<file path="src/rtl/regfile_writeback.sv">
// Merges ALU results and FIFO-queued load results onto the single RF write port; ALU writes land 1 cycle after acceptance, loads at least 2.
// Backpressure: lsu_ready_o drops while the load FIFO is full; alu_ready_o drops only in a cycle that forces a starved load through.
module regfile_writeback #(
    parameter int XLEN         = 32,
    parameter int FIFO_DEPTH   = 4,
    parameter int STARVE_LIMIT = 4
) (
    input  logic            clk,
    input  logic            reset,
    input  logic            alu_valid_i,
    input  logic [5:0]      alu_adr_i,
    input  logic [XLEN-1:0] alu_data_i,
    output logic            alu_ready_o,
    input  logic            lsu_valid_i,
    input  logic [5:0]      lsu_adr_i,
    input  logic [XLEN-1:0] lsu_data_i,
    output logic            lsu_ready_o,
    input  logic [5:0]      read_adr0_i,
    input  logic [5:0]      read_adr1_i,
    output logic            pend0_o,
    output logic            pend1_o,
    output logic            write_valid_o,
    output logic [5:0]      write_adr_o,
    output logic [XLEN-1:0] write_data_o
);
    localparam int PW = $clog2(FIFO_DEPTH);
    localparam int SW = $clog2(STARVE_LIMIT + 1);

    logic [5:0]      fifo_adr [FIFO_DEPTH];
    logic [XLEN-1:0] fifo_dat [FIFO_DEPTH];
    logic [PW-1:0]   rd_ptr;
    logic [PW-1:0]   wr_ptr;
    logic [PW:0]     count;
    logic [SW-1:0]   starv_cnt;

    logic            fifo_nempty;
    logic            force_ld;
    logic            grant_alu;
    logic            grant_fifo;
    logic            push;
    logic [FIFO_DEPTH-1:0] ent_vld;

    assign fifo_nempty = (count != '0);
    assign force_ld    = fifo_nempty && (starv_cnt == SW'(STARVE_LIMIT));
    assign grant_alu   = alu_valid_i && !force_ld;
    assign grant_fifo  = fifo_nempty && !grant_alu;
    assign alu_ready_o = !force_ld;
    assign lsu_ready_o = (count != (PW+1)'(FIFO_DEPTH));
    // Loads to x0 complete the handshake but never occupy a slot.
    assign push        = lsu_valid_i && lsu_ready_o && (lsu_adr_i != 6'd0);

    always_comb begin
        ent_vld = '0;
        pend0_o = 1'b0;
        pend1_o = 1'b0;
        for (int i = 0; i < FIFO_DEPTH; i++) begin
            ent_vld[i] = ({1'b0, PW'(PW'(i) - rd_ptr)} < count);
            if (ent_vld[i] && (fifo_adr[i] == read_adr0_i)) pend0_o = 1'b1;
            if (ent_vld[i] && (fifo_adr[i] == read_adr1_i)) pend1_o = 1'b1;
        end
        if (write_valid_o && (write_adr_o == read_adr0_i)) pend0_o = 1'b1;
        if (write_valid_o && (write_adr_o == read_adr1_i)) pend1_o = 1'b1;
        if (read_adr0_i == 6'd0) pend0_o = 1'b0;
        if (read_adr1_i == 6'd0) pend1_o = 1'b0;
    end

    always_ff @(posedge clk) begin
        if (reset) begin
            rd_ptr        <= '0;
            wr_ptr        <= '0;
            count         <= '0;
            starv_cnt     <= '0;
            write_valid_o <= 1'b0;
            write_adr_o   <= '0;
            write_data_o  <= '0;
        end else begin
            if (push)       wr_ptr <= wr_ptr + PW'(1);
            if (grant_fifo) rd_ptr <= rd_ptr + PW'(1);
            count <= count + (PW+1)'(push) - (PW+1)'(grant_fifo);

            if (grant_fifo || !fifo_nempty) begin
                starv_cnt <= '0;
            end else if (grant_alu && (starv_cnt != SW'(STARVE_LIMIT))) begin
                starv_cnt <= starv_cnt + SW'(1);
            end

            if (grant_alu) begin
                write_valid_o <= (alu_adr_i != 6'd0);
                write_adr_o   <= alu_adr_i;
                write_data_o  <= alu_data_i;
            end else if (grant_fifo) begin
                write_valid_o <= 1'b1;
                write_adr_o   <= fifo_adr[rd_ptr];
                write_data_o  <= fifo_dat[rd_ptr];
            end else begin
                write_valid_o <= 1'b0;
            end
        end
    end

    // Storage needs no reset: occupancy is tracked entirely by the pointers and count.
    always_ff @(posedge clk) begin
        if (push) begin
            fifo_adr[wr_ptr] <= lsu_adr_i;
            fifo_dat[wr_ptr] <= lsu_data_i;
        end
    end
endmodule

</file>
<file path="config.mk">
export PLATFORM = sky130hd
export DESIGN_NAME = regfile_writeback
export DESIGN_NICKNAME = d
export VERILOG_FILES = /design/src/rtl/regfile_writeback.sv
export SDC_FILE = /design/constraint.sdc
export NUM_CORES = 1
export LEC_CHECK = 0
export ABC_CLOCK_PERIOD_IN_PS = 3500
export CAP_MARGIN = 0
export CORE_UTILIZATION = 40
export CTS_CLUSTER_SIZE = 12
export DETAILED_ROUTE_END_ITERATION = 10
export PLACE_DENSITY = 0.61
export SYNTH_ARGS = -nofsm -noshare
export SYNTH_HDL_FRONTEND = slang
export SYNTH_SLANG_ARGS = --single-unit
</file>
<file path="constraint.sdc">
create_clock -name clk -period 3.5 [get_ports clk]
set_input_delay 0.35 -clock clk [delete_from_list [all_inputs] [get_ports clk]]
set_output_delay 0.35 -clock clk [all_outputs]
set_load 0.005 [all_outputs]
</file>
# == Yosys cells after proc, flatten, opt, wreduce, memory -nomap -nowiden ==
# Memory sizes are Yosys's and may differ from the RTL's. A register that Yosys moved wholly into a read port is not among the register bits.
# Cells that the tools add are included.
# totals
reg_bits,49
mem_bits_rw,152
input_bits,92
output_inout_bits,43
word_cells,86
n_memories,2
# memory_table
memory,words,word_bits,rd,rd_ports_with_merged_regs,wr,line,rtl
fifo_dat,4,32,1,1,1,30,logic [XLEN-1:0] fifo_dat [FIFO_DEPTH];
fifo_adr,4,6,5,1,1,29,logic [5:0] fifo_adr [FIFO_DEPTH];
# classes
n_addsub,9
order_cmp,4
n_eq_ne,13
n_mux,24
n_reduce_logical,27
# op_table
cell,n
2-to-1 mux 32 bit,2
equality test 6 bit,10
logical AND 1 bit,16
2-to-1 mux 1 bit,16
zero test 6 bit,2
< comparator 2 x 3 -> 1 bit,4
2-to-1 mux 6 bit,2
nonzero test 6 bit,2
2-to-1 mux 2 bit,4
!= test 3 bit (second input constant),2
adder 2 x 1 -> 2 bit (second input constant),2
subtractor 1 x 2 -> 2 bit (first input constant),2
subtractor 2 bit (first input constant),2
adder 3 x 1 -> 3 bit,1
adder 3 x 1 -> 3 bit (second input constant),1
equality test 3 bit (second input constant),1
zero test 1 bit,3
nonzero test 3 bit,1
subtractor 3 x 1 -> 3 bit,1
nonzero test 2 bit,1
OR reduction 2 bit,1
logical OR 1 bit,1

# == Logic depth before layout (Yosys ltp) ==
# depth
ltp_word,9
mapped_depth,10
mapped_depth_nobuf,9

# == Worst setup path after synthesis ==
# OpenSTA, ideal clock, no wires.
# synth_timing
path_type,register to register
startpoint,register count[0]
endpoint,"memory fifo_adr[0][0], enable pin"
setup_ns,0.399
arrival_ns,1.829
required_ns,3.101
setup_slack_ns,1.272
stages_incl_launch_ff,6
path_buffers,1
period_less_slack_ns,2.228
cell_sequence,dfxtp_1 nor2_1 nand2_1 and3_1 clkbuf_1 and2_1
# synth_between
elab_chain_len,5
# synth_lines
item,line,rtl
"start, declared",33,logic [PW:0] count;
"start signal, assigned",79,count <= count + (PW+1)'(push) - (PW+1)'(grant_fifo);
!= test 3 bit,48,assign lsu_ready_o = (count != (PW+1)'(FIFO_DEPTH));
via lsu_ready_o,17,"output logic lsu_ready_o,"
logical AND 1 bit (2 in a row),50,assign push = lsu_valid_i && lsu_ready_o && (lsu_adr_i != 6'd0);
2-to-1 mux 1 bit,103,if (push) begin
2-to-1 mux 1 bit (not written as such),104,fifo_adr[wr_ptr] <= lsu_adr_i;
"end, declared",29,
# The timed path passes the listed nets, and every way through them passes these cells.

# == Worst setup path in the final report ==
# layout_timing
startpoint,register count[1]
endpoint,output port pend1_o
# layout_between
elab_chain_len,8
word_cells_on_any_way,14
classes_between,order compare (4); mux (6); reduce/logical (4)
# layout_lines
item,line,rtl
< comparator 2 x 3 -> 1 bit,57,"ent_vld[i] = ({1'b0, PW'(PW'(i) - rd_ptr)} < count);"
logical AND 1 bit,59,if (ent_vld[i] && (fifo_adr[i] == read_adr1_i)) pend1_o = 1'b1;
2-to-1 mux 1 bit (3 in a row),59,
2-to-1 mux 1 bit (*),59,
2-to-1 mux 1 bit (*),62,if (write_valid_o && (write_adr_o == read_adr1_i)) pend1_o = 1'b1;
2-to-1 mux 1 bit (*),64,if (read_adr1_i == 6'd0) pend1_o = 1'b0;
"end, declared",21,"output logic pend1_o,"
# Mark *: on every way between the ends. The rest lies on a longest branch, timed or not.

==> impl_metrics.prom <==
# TYPE chip_impl_metric gauge
chip_impl_metric{name="slew_headroom",unit=""} 0.279
chip_impl_metric{name="cpPeakStageDelay",unit="ns"} 0.52
chip_impl_metric{name="period_minus_slack",unit="ns"} 3.16
chip_impl_metric{name="initial_core_utilization",unit=""} 0.408
chip_impl_metric{name="cts_num_sinks",unit=""} 203
chip_impl_metric{name="layout.nets",unit=""} 822
chip_impl_info{name="start_kind",value="flip-flop"} 1
chip_impl_metric{name="timing.final.hold_violations",unit=""} 0
chip_impl_metric{name="route.vias.total",unit=""} 5282
chip_impl_info{name="setup_repair_after_global_routing_missed_its_margin",value="false"} 1
chip_impl_metric{name="synthDominantCellAreaShare",unit=""} 0.530
chip_impl_metric{name="setup_violations",unit=""} 0
chip_impl_metric{name="detail_route.drc_violations",unit=""} 0
chip_impl_info{name="clk_root_buffer_cell",value="sky130_fd_sc_hd__clkbuf_16"} 1
chip_impl_metric{name="place.port_buffers",unit=""} 134
chip_impl_metric{name="fin_cells",unit=""} 1010
chip_impl_metric{name="route.detailed.wl_per_inst",unit="um"} 19.6
chip_impl_metric{name="fmax",unit="MHz"} 316
chip_impl_metric{name="yosysUniqueCellTypes",unit=""} 35
chip_impl_info{name="synth-main-ff-cell",value="sky130_fd_sc_hd__edfxtp_1"} 1
chip_impl_metric{name="overflow",unit=""} 0
chip_impl_info{name="worst_setup_path_end_kind",value="output port"} 1
chip_impl_metric{name="power_switching",unit="mW"} 2.01
chip_impl_metric{name="fin_tns_setup",unit="ns"} 0
chip_impl_info{name="timing.critical_path.cells",value="inv_1 -> ha_1 -> a21oi_1 -> o21bai_1 -> nand4_1 -> nand4_1 -> a2bb2oi_1 -> clkdlybuf4s50_1"} 1
chip_impl_metric{name="cts.path.max_buffers",unit=""} 3
chip_impl_metric{name="number_of_filler_instances_in_the_final_layout",unit=""} 1801
chip_impl_metric{name="cp_num_buf_inv",unit=""} 2
chip_impl_metric{name="synth.yosys.seq_area_share",unit=""} 0.649
chip_impl_metric{name="synth_edf_count",unit=""} 152
chip_impl_info{name="outcome",value="completed"} 1
chip_impl_metric{name="ys_warn_count",unit=""} 0
chip_impl_metric{name="n_antenna_cell",unit=""} 0
chip_impl_info{name="min_path_type",value="primary input to flip-flop"} 1
chip_impl_metric{name="placeableCoreArea",unit="um2"} 21100
chip_impl_metric{name="cts_clk_pin_slew_worst_paths",unit="ns"} 0.05
chip_impl_metric{name="sequential_cell_area",unit="um2"} 5590
chip_impl_info{name="critPathSlowestCell",value="sky130_fd_sc_hd__clkdlybuf4s50_1"} 1
chip_impl_metric{name="seq_pwr_share",unit=""} 0.449
chip_impl_metric{name="clock_share_of_power",unit=""} 0.307
chip_impl_metric{name="cts-buffers-inserted",unit=""} 23
chip_impl_metric{name="p_leak",unit="nW"} 3.65
chip_impl_metric{name="floorplan.io_pins",unit=""} 135
chip_impl_metric{name="die_x",unit="um"} 149
chip_impl_metric{name="antenna_violating_nets_post_route",unit=""} 0
chip_impl_metric{name="layout-area-overhead-vs-synth",unit="%"} 26.0
chip_impl_info{name="yosysTopAreaCell",value="sky130_fd_sc_hd__edfxtp_1"} 1
chip_impl_metric{name="cellInternalPower",unit="mW"} 5.17
chip_impl_metric{name="multiInputGateArea",unit="um2"} 2800
chip_impl_metric{name="worst-endpoint-arrival",unit="ns"} 2.81
chip_impl_info{name="crit_type",value="flip-flop to output port"} 1
chip_impl_metric{name="period_share",unit=""} 0.904
chip_impl_metric{name="finalWirelength",unit="mm"} 19.8
chip_impl_metric{name="syn_avg_cell_area",unit="um2"} 14.4
chip_impl_metric{name="routabilityCongestion",unit=""} 0.853
chip_impl_metric{name="fp.dieH",unit="um"} 149
chip_impl_metric{name="grt_pass1_wl",unit="mm"} 30.7
chip_impl_metric{name="worst_supply_voltage_drop_on_vdd",unit="uV"} 437
chip_impl_metric{name="share_of_power_burned_in_combinational_logic",unit=""} 0.244
chip_impl_metric{name="drv_slew",unit=""} 0
chip_impl_metric{name="yosys_register_bits",unit=""} 203
chip_impl_metric{name="pwr_density_cell",unit="nW/um2"} 663
chip_impl_metric{name="synthesis.area",unit="um2"} 8610
chip_impl_info{name="ys_top_cells_by_area",value="sky130_fd_sc_hd__edfxtp_1 (53%), sky130_fd_sc_hd__dfxtp_1 (12%), sky130_fd_sc_hd__mux4_2 (9.9%)"} 1
chip_impl_metric{name="cts.hold.buffers_added",unit=""} 0
chip_impl_metric{name="number_of_global_route_vias_before_repair",unit=""} 5650
chip_impl_metric{name="fin_hold_ws",unit="ns"} 0.414
chip_impl_metric{name="drt_iter0_drc",unit=""} 221
chip_impl_metric{name="num_rows",unit=""} 53
chip_impl_metric{name="clk-insertion-delay-late",unit="ns"} 0.51
chip_impl_metric{name="worst_clock_skew",unit="ns"} 0.00694
chip_impl_metric{name="maxCapViolations",unit=""} 0
chip_impl_metric{name="synth.net_count",unit=""} 701
chip_impl_metric{name="grt_use_total",unit=""} 0.184
chip_impl_metric{name="dp_hpwl",unit="mm"} 13.2
chip_impl_metric{name="place.detailed.instances",unit=""} 968
chip_impl_metric{name="post_cts_setup_repair_buffer_count",unit=""} 0
chip_impl_metric{name="detailedRoute.firstPassIterationCount",unit=""} 4
chip_impl_metric{name="synth-async-reset-ratio",unit=""} 0
chip_impl_info{name="crit_path_frequent_cell",value="sky130_fd_sc_hd__nand4_1"} 1
chip_impl_metric{name="syn-instance-count",unit=""} 597
chip_impl_metric{name="cts-resized-gates",unit=""} 0
chip_impl_metric{name="layout-drive-gt1-share",unit=""} 0.116
chip_impl_metric{name="htreeDepth",unit=""} 1
chip_impl_metric{name="pin_count_of_the_biggest_net_entering_global_routing",unit=""} 65
chip_impl_metric{name="switching_share_of_power",unit=""} 0.280
chip_impl_metric{name="route.detailed.vias_per_inst",unit=""} 5.23
chip_impl_metric{name="dieArea",unit="um2"} 22100
chip_impl_info{name="cts_tree",value="yes"} 1
chip_impl_metric{name="crit_path_max_fanout",unit=""} 5
chip_impl_metric{name="actual_slew_at_the_worst_max_slew_pin",unit="ns"} 1.08
chip_impl_info{name="cell_family_with_most_cp_delay",value="buffers and inverters"} 1
chip_impl_metric{name="antenna_found_initial",unit=""} 0
chip_impl_metric{name="worst-endpoint-required",unit="ns"} 3.15
[state kept, by name, indices dropped and copies added, names as in the netlist, named ones only]
| register | count |
|---|---|
| write_valid_o | 1 |
| wr_ptr | 2 |
| write_adr_o | 6 |
| fifo_adr | 24 |
| starv_cnt | 3 |
| count | 3 |
| write_data_o | 32 |
| fifo_dat | 128 |
| rd_ptr | 2 |
[cell type report]
cell class / count / area share
flip-flops and latches: 203 / 0.515
multi-input cells: 344 / 0.258
repair buffers: 138 / 0.127
clock buffers: 33 / 0.0593
well taps: 275 / 0.0317
clock inverters: 9 / 0.00577
inverters: 8 / 0.00277
[power groups by stage]
stage | clock [mW] | combinational [mW] | sequential [mW]
final | 2.21 | 1.75 | 3.23
after floorplan | 0 | 1.18 | 3.15
after detailed placement | 0 | 1.79 | 3.29
after global placement | 0 | 1.76 | 3.27
after CTS | 2.26 | 1.80 | 3.24
after global routing | 2.35 | 1.93 | 3.28
[synthesized netlist by cell type (5+ instances only)]
cell / number
sky130_fd_sc_hd__edfxtp_1: 152
sky130_fd_sc_hd__nand2_1: 79
sky130_fd_sc_hd__dfxtp_1: 51
sky130_fd_sc_hd__nor2_1: 51
sky130_fd_sc_hd__mux4_2: 38
sky130_fd_sc_hd__xor2_1: 38
sky130_fd_sc_hd__a311oi_1: 32
sky130_fd_sc_hd__xnor2_1: 30
sky130_fd_sc_hd__clkbuf_1: 29
sky130_fd_sc_hd__a21oi_1: 12
sky130_fd_sc_hd__nor4_1: 12
sky130_fd_sc_hd__ha_1: 11
sky130_fd_sc_hd__nand4_1: 10
sky130_fd_sc_hd__inv_1: 8
sky130_fd_sc_hd__a22oi_1: 6
sky130_fd_sc_hd__buf_2: 5
[worst register-to-register path, delay by kind of cell, from the launching register on]
| family | cells | cell delay [ns] |
|---|---|---|
| flops | 1 | 0.46 |
| simple gates | 4 | 1.43 |
[metal layers]
layer | GRT usage | routed length (um) | share of wire | up-vias
met1 | 0.222 | 8140 | 0.41 | 2629
met5 | 0 | 0 | 0 | -
met4 | 0.0634 | 509 | 0.026 | 0
li1 | - | - | - | 2479
met2 | 0.333 | 10200 | 0.52 | 139
met3 | 0.0304 | 903 | 0.046 | 35
[cell families after synthesis]
group,synth area share
flops,0.649
simple gates,0.0866
xor+xnor,0.0692
compound gates,0.0512
buf+inv,0.0265
mux,0.0994
fa+ha+maj,0.0183
[per-stage QoR]
| step | setup slack, ns | power [mW] | cell area (um2) | utilization |
|---|---|---|---|---|
| finish | 0.337 | 7.19 | 10800 | 0.514 |
| global route | 0.113 | 7.56 | 10800 | 0.514 |
| CTS | 0.315 | 7.29 | 10800 | 0.514 |
| detailed placement | 0.575 | 5.08 | 10100 | 0.481 |
| global placement | 0.585 | 5.03 | 10100 | 0.481 |
| floorplan | 1.27 | 4.33 | 8610 | - |
[cell usage in the layout, fill, tap and decap left out, types with 3 or more instances in the layout]
cell type and instances:
sky130_fd_sc_hd__a21oi_1 12, sky130_fd_sc_hd__a22oi_1 6, sky130_fd_sc_hd__a311oi_1 32, sky130_fd_sc_hd__and2_2 4
sky130_fd_sc_hd__buf_4 3, sky130_fd_sc_hd__clkbuf_1 7, sky130_fd_sc_hd__clkbuf_16 23, sky130_fd_sc_hd__clkbuf_8 3
sky130_fd_sc_hd__clkdlybuf4s50_1 133, sky130_fd_sc_hd__clkinv_1 3, sky130_fd_sc_hd__clkinv_2 3, sky130_fd_sc_hd__dfxtp_1 49
sky130_fd_sc_hd__edfxtp_1 152, sky130_fd_sc_hd__ha_1 11, sky130_fd_sc_hd__inv_1 8, sky130_fd_sc_hd__mux4_2 38
sky130_fd_sc_hd__nand2_1 79, sky130_fd_sc_hd__nand4_1 10, sky130_fd_sc_hd__nor2_1 51, sky130_fd_sc_hd__nor4_1 12
sky130_fd_sc_hd__xnor2_1 30, sky130_fd_sc_hd__xor2_1 38
[worst paths after layout]
| check | from | end | slack (ns) | cells after the start |
|---|---|---|---|---|
| worst max-delay path | count[1] | pend1_o | 0.34 | 8 |
| worst min-delay path | alu_data_i[2] | write_data_o[2] | 0.41 | 3 |
| worst max register to register | count[0] | fifo_dat[3][24] | 1.18 | 4 |
| worst min register to register | starv_cnt[0] | starv_cnt[0] | 0.44 | 1 |
(Power assumes the default switching activity.)
